$ cat config.mk
export PLATFORM = sky130hd
export DESIGN_NAME = mac_accum
export DESIGN_NICKNAME = d
export VERILOG_FILES = /design/src/rtl/mac_accum.sv
export SDC_FILE = /design/constraint.sdc
export NUM_CORES = 1
export LEC_CHECK = 0
export CAP_MARGIN = 20
export CORE_MARGIN = 8
export CORE_UTILIZATION = 56
export DETAILED_ROUTE_END_ITERATION = 8
export GPL_ROUTABILITY_DRIVEN = 0
export HOLD_SLACK_MARGIN = 0.02
export PLACE_DENSITY = 0.86
export SETUP_SLACK_MARGIN = 0.02
export SLEW_MARGIN = 20
export SYNTH_ARGS = -nofsm -noshare
export SYNTH_HDL_FRONTEND = slang
export SYNTH_SLANG_ARGS = --single-unit
$ cat constraint.sdc
create_clock -name clk -period 3.6 [get_ports clk]
set_clock_uncertainty 0.05 [all_clocks]
set_input_delay 0.36 -clock clk [delete_from_list [all_inputs] [get_ports clk]]
set_output_delay 0.36 -clock clk [all_outputs]
set_load 0.005 [all_outputs]
$ cat src/rtl/mac_accum.sv
// rtl/mac_accum.sv - batch multiply-accumulate: N 4x4 products summed with saturation, held until taken
// Two-stage pipeline (product register, saturating accumulator) sequenced by an IDLE/ACCUM/DRAIN/HOLD FSM.
module mac_accum #(
  parameter int N     = 4,
  parameter int ACC_W = 12
) (
  input  logic             clk,
  input  logic             rst,
  input  logic             in_valid,
  output logic             in_ready,
  input  logic [3:0]       m,
  input  logic [3:0]       q,
  output logic [ACC_W-1:0] acc,
  output logic             ovf,
  output logic             out_valid,
  input  logic             out_ready
);

  typedef enum logic [1:0] {
    IDLE  = 2'd0,
    ACCUM = 2'd1,
    DRAIN = 2'd2,
    HOLD  = 2'd3
  } state_t;

  localparam logic [7:0]       N_L     = 8'(N);
  localparam logic [ACC_W-1:0] ACC_MAX = '1;

  state_t           r_state;
  state_t           w_state_nxt;
  logic             w_accept;
  logic             w_batch_start;
  logic [7:0]       w_p;
  logic [7:0]       w_count_inc;
  logic [ACC_W:0]   w_sum;
  logic [7:0]       r_p;
  logic             r_p_v;
  logic [ACC_W-1:0] r_acc;
  logic             r_ovf;
  logic [7:0]       r_count;

  assign w_p         = {4'b0000, m} * {4'b0000, q};
  assign w_accept    = in_valid & in_ready;
  assign w_count_inc = r_count + 8'd1;
  // Carry out of the extra top bit flags a sum beyond the accumulator range.
  assign w_sum       = {1'b0, r_acc} + {{(ACC_W - 7){1'b0}}, r_p};

  always_comb begin
    w_state_nxt   = r_state;
    in_ready      = 1'b0;
    out_valid     = 1'b0;
    w_batch_start = 1'b0;
    case (r_state)
      IDLE: begin
        in_ready = 1'b1;
        if (in_valid) begin
          w_batch_start = 1'b1;
          w_state_nxt   = (N_L == 8'd1) ? DRAIN : ACCUM;
        end
      end
      ACCUM: begin
        in_ready = 1'b1;
        if (in_valid && (w_count_inc == N_L)) begin
          w_state_nxt = DRAIN;
        end
      end
      DRAIN: begin
        // Last product is still in stage 1 on the first DRAIN cycle.
        if (!r_p_v) begin
          w_state_nxt = HOLD;
        end
      end
      HOLD: begin
        out_valid = 1'b1;
        if (out_ready) begin
          w_state_nxt = IDLE;
        end
      end
      default: w_state_nxt = IDLE;
    endcase
  end

  always_ff @(posedge clk) begin
    if (rst) begin
      r_state <= IDLE;
      r_p     <= 8'd0;
      r_p_v   <= 1'b0;
      r_acc   <= '0;
      r_ovf   <= 1'b0;
      r_count <= 8'd0;
    end else begin
      r_state <= w_state_nxt;
      r_p_v   <= w_accept;
      if (w_accept) begin
        r_p <= w_p;
      end
      // A batch start never coincides with a pending product: HOLD always separates batches.
      if (w_batch_start) begin
        r_acc   <= '0;
        r_ovf   <= 1'b0;
        r_count <= 8'd1;
      end else begin
        if (w_accept) begin
          r_count <= w_count_inc;
        end
        if (r_p_v) begin
          if (w_sum[ACC_W]) begin
            r_acc <= ACC_MAX;
            r_ovf <= 1'b1;
          end else begin
            r_acc <= w_sum[ACC_W-1:0];
          end
        end
      end
    end
  end

  assign acc = (r_state == HOLD) ? r_acc : '0;
  assign ovf = (r_state == HOLD) ? r_ovf : 1'b0;

endmodule

==> impl_metrics.yaml <==
grt:
  first_global_vias: 1728
  grt_overflow: 0
  grt_pass1_wl_mm: 7.75
  track_usage_pct: 15.4
  grt_max_degree: 18
  grt_antenna_before_repair: 0
synth:
  synth_nets: 291
  synth_area_um2: 2170
  avgSynthCellArea_um2: 8.73
  synth.distinct_cells: 41
  yosysSeqAreaShare_pct: 29.5
  synth_seq_cells: 32
  yosys_warnings: 0
  synth_top_area_cell: "dfxtp_1"
  synth_top_area_share_pct: 29.5
  synthTopCellsByArea: "dfxtp_1 (29%), ha_1 (14%), and2_1 (7.8%), nand2_1 (5.4%), a21oi_1 (4.6%)"
  syn_inst: 249
power_and_ir_drop:
  p_leak_nw: 1.13
  peakVddDrop_mv: 0.280
  powerDensity_nw_per_um2: 470
setup_path:
  critPathKind: "input pin to flop"
  end_kind: "flop"
  critPathBufInv: 2
  ff2ff_setup_slack_ps: 990
  required_ps: 3760
  cp-startpoint: "m[0]"
  cp_cell_sequence: "clkdlybuf4s50_1, nand2_1, fa_1, inv_1, fa_1, ha_1, a21o_1, a21oi_1, o211ai_1, xor2_1, nand2_1, a21oi_1"
  slowest_stage: "fa_1"
  critPathCapture: "r_p[7]"
  crit_fanout: 4
  ff2ff_path_depth: 7
  cp_top_family: "adder cells"
  reg2reg_from: "r_acc[0]"
  cp_num_cells: 12
  slowest_delay_ps: 530
  worstReg2RegEnd: "r_acc[7]"
  critPathLaunchType: "input pin"
  arrival_ps: 3230
floorplanning:
  rows: 22
  die_y_um: 78.3
  core_um2: 3690
  io-pin-count: 27
  die_w_um: 78.3
  initial_utilization_pct: 58.9
  die_area_um2: 6130
clocking:
  clkLatencyLatePin_ps: 290
  hold_buffers: 0
  htreeDepth: 2
  cts.sinks: 32
  postCtsResizedCells: 0
  cts_inserted_buffers: 5
  cts.path.max_buffers: 2
  clk_pin_slew_ps: 70
  postCtsSetupBuffers: 0
  root_buffer: "clkbuf_8"
  tritoncts: "yes"
timing:
  period_needed_ps: 3070
  hold_viol_final: 0
  maxSlewHeadroom_pct: 37.8
  rsz0062_at_grt: "no"
  setup_viol: 0
  slew_violations: 0
  tns_ps: 0
  fmax_ghz: 0.326
  fin_crit_sh_pct: 85.2
  max_slew.worst_pin.slew_ps: 933
  whs_ps: 401
drt:
  drc: 0
  final_antenna_net_count: 0
  dr.pass1.iters: 4
  wl_per_cell_um: 13.9
  first_iter_violations: 110
  vias: 1821
  routed_wl_mm: 4.50
  via_per_inst: 5.64
run_status:
  run_status: "completed"
layout:
  nFillCells: 304
  diodes: 0
  multi_input_area_um2: 1450
  seqCellArea_um2: 641
  nets: 316
  drive_gt1_share_pct: 4.73
  area_delta_synth_final_pct: 18.3
min_path:
  hp-class: "flop to flop"
place:
  place_hpwl_mm: 3.35
  portBuffers: 26
run:
  drv_cap: 0
## placed cells by master, fill, tap and decap left out, types with 4 or more instances in the layout
cell             count
o211ai_1             5
o221a_1              7
inv_1               13
and2_1              27
nand4_1              5
a21oi_1             20
xnor2_1              7
a21o_1               5
o21ai_0              4
xor2_1               7
clkdlybuf4s50_1     26
nor2_1              14
a211oi_1             4
dfxtp_1             32
nand2_1             31
ha_1                25
clkbuf_8             5
nand3_1              6
fa_1                 5
## where the power goes
group          internal [mW]  switching [mW]
sequential             0.405          0.0534
clock                  0.205           0.136
combinational          0.179           0.229
total                  0.790           0.418
## cell type report
cell class	instances	area share, %
Inverter	13	1.90
Clock buffer	6	2.82
Tap cell	48	2.34
Clock inverter	2	1.36
Timing Repair Buffer	26	10.1
Sequential cell	32	24.9
Multi-Input combinational cell	196	56.5
## worst register-to-register path, delay by kind of cell (launching register included)
family                     cells  cell delay [ps]
DFF                            1              340
adders and majority gates      2              650
AOI/OAI and AO/OA              5             1460
## Yosys cell counts
| master | instances |
|---|---|
| a211o_1 | 1 |
| a211oi_1 | 4 |
| a21o_1 | 5 |
| a21oi_1 | 20 |
| a222oi_1 | 1 |
| a311oi_1 | 1 |
| a31oi_1 | 2 |
| and2_1 | 27 |
| and2_4 | 1 |
| and3_1 | 2 |
| and4_1 | 1 |
| buf_1 | 1 |
| clkbuf_1 | 7 |
| dfxtp_1 | 32 |
| fa_1 | 5 |
| ha_1 | 25 |
| inv_1 | 13 |
| mux2i_1 | 1 |
| nand2_1 | 31 |
| nand3_1 | 6 |
| nand4_1 | 5 |
| nor2_1 | 14 |
| nor2b_1 | 1 |
| nor3_1 | 1 |
| nor3_2 | 1 |
| nor4_1 | 1 |
| o211a_1 | 1 |
| o211ai_1 | 5 |
| o21a_1 | 1 |
| o21ai_0 | 4 |
| o21ai_2 | 1 |
| o221a_1 | 7 |
| o221a_2 | 1 |
| o41a_1 | 1 |
| o41ai_1 | 1 |
| o41ai_4 | 1 |
| or2_2 | 1 |
| or3_1 | 1 |
| or4b_1 | 1 |
| xnor2_1 | 7 |
| xor2_1 | 7 |
## logic make-up after synthesis
| family | synth area share, % |
|---|---|
| and+or+nand+nor | 22.0 |
| muxes | 0.461 |
| DFF | 29.5 |
| AOI/OAI and AO/OA | 19.7 |
| buffers and inverters | 3.63 |
| xor gates and xnor gates | 5.64 |
| adders and majority gates | 19.0 |
## how the worst min path moves through the flow
stage	startpoint	endpoint	slack, ps	depth (start not counted)
after detailed placement	r_ovf	r_ovf	390	2
after global placement	r_ovf	r_ovf	380	2
after global routing	r_ovf	r_ovf	420	2
after floorplan	r_ovf	r_ovf	370	2
after CTS	r_ovf	r_ovf	400	2
final	r_ovf	r_ovf	400	2
## metal layers
layer / wire length [µm] / track usage, % / part of all wire (%)
met5: 0 / 0 / 0
met4: 86 / 6.67 / 1.9
met3: 226 / 4.33 / 5.0
met2: 2130 / 26.1 / 47
met1: 2060 / 17.5 / 46
## flip-flops by register name, summed over array words and instances, names as in the netlist
signal	cells
r_state	2
r_ovf	1
r_p_v	1
r_count	8
r_acc	12
r_p	8
## per-stage QoR
step	power (mW)	worst slack, ps	cells	cell area (µm²)	util [%]
2_1_floorplan	0.758	903	249	2170	-
3_3_place_gp	0.857	303	315	2460	66.8
3_5_place_dp	0.871	222	315	2460	66.8
4_1_cts	1.21	511	323	2570	69.7
5_1_grt	1.29	317	323	2570	69.7
6_report	1.21	531	323	2570	69.7
Power figures use the tool's default switching activity.
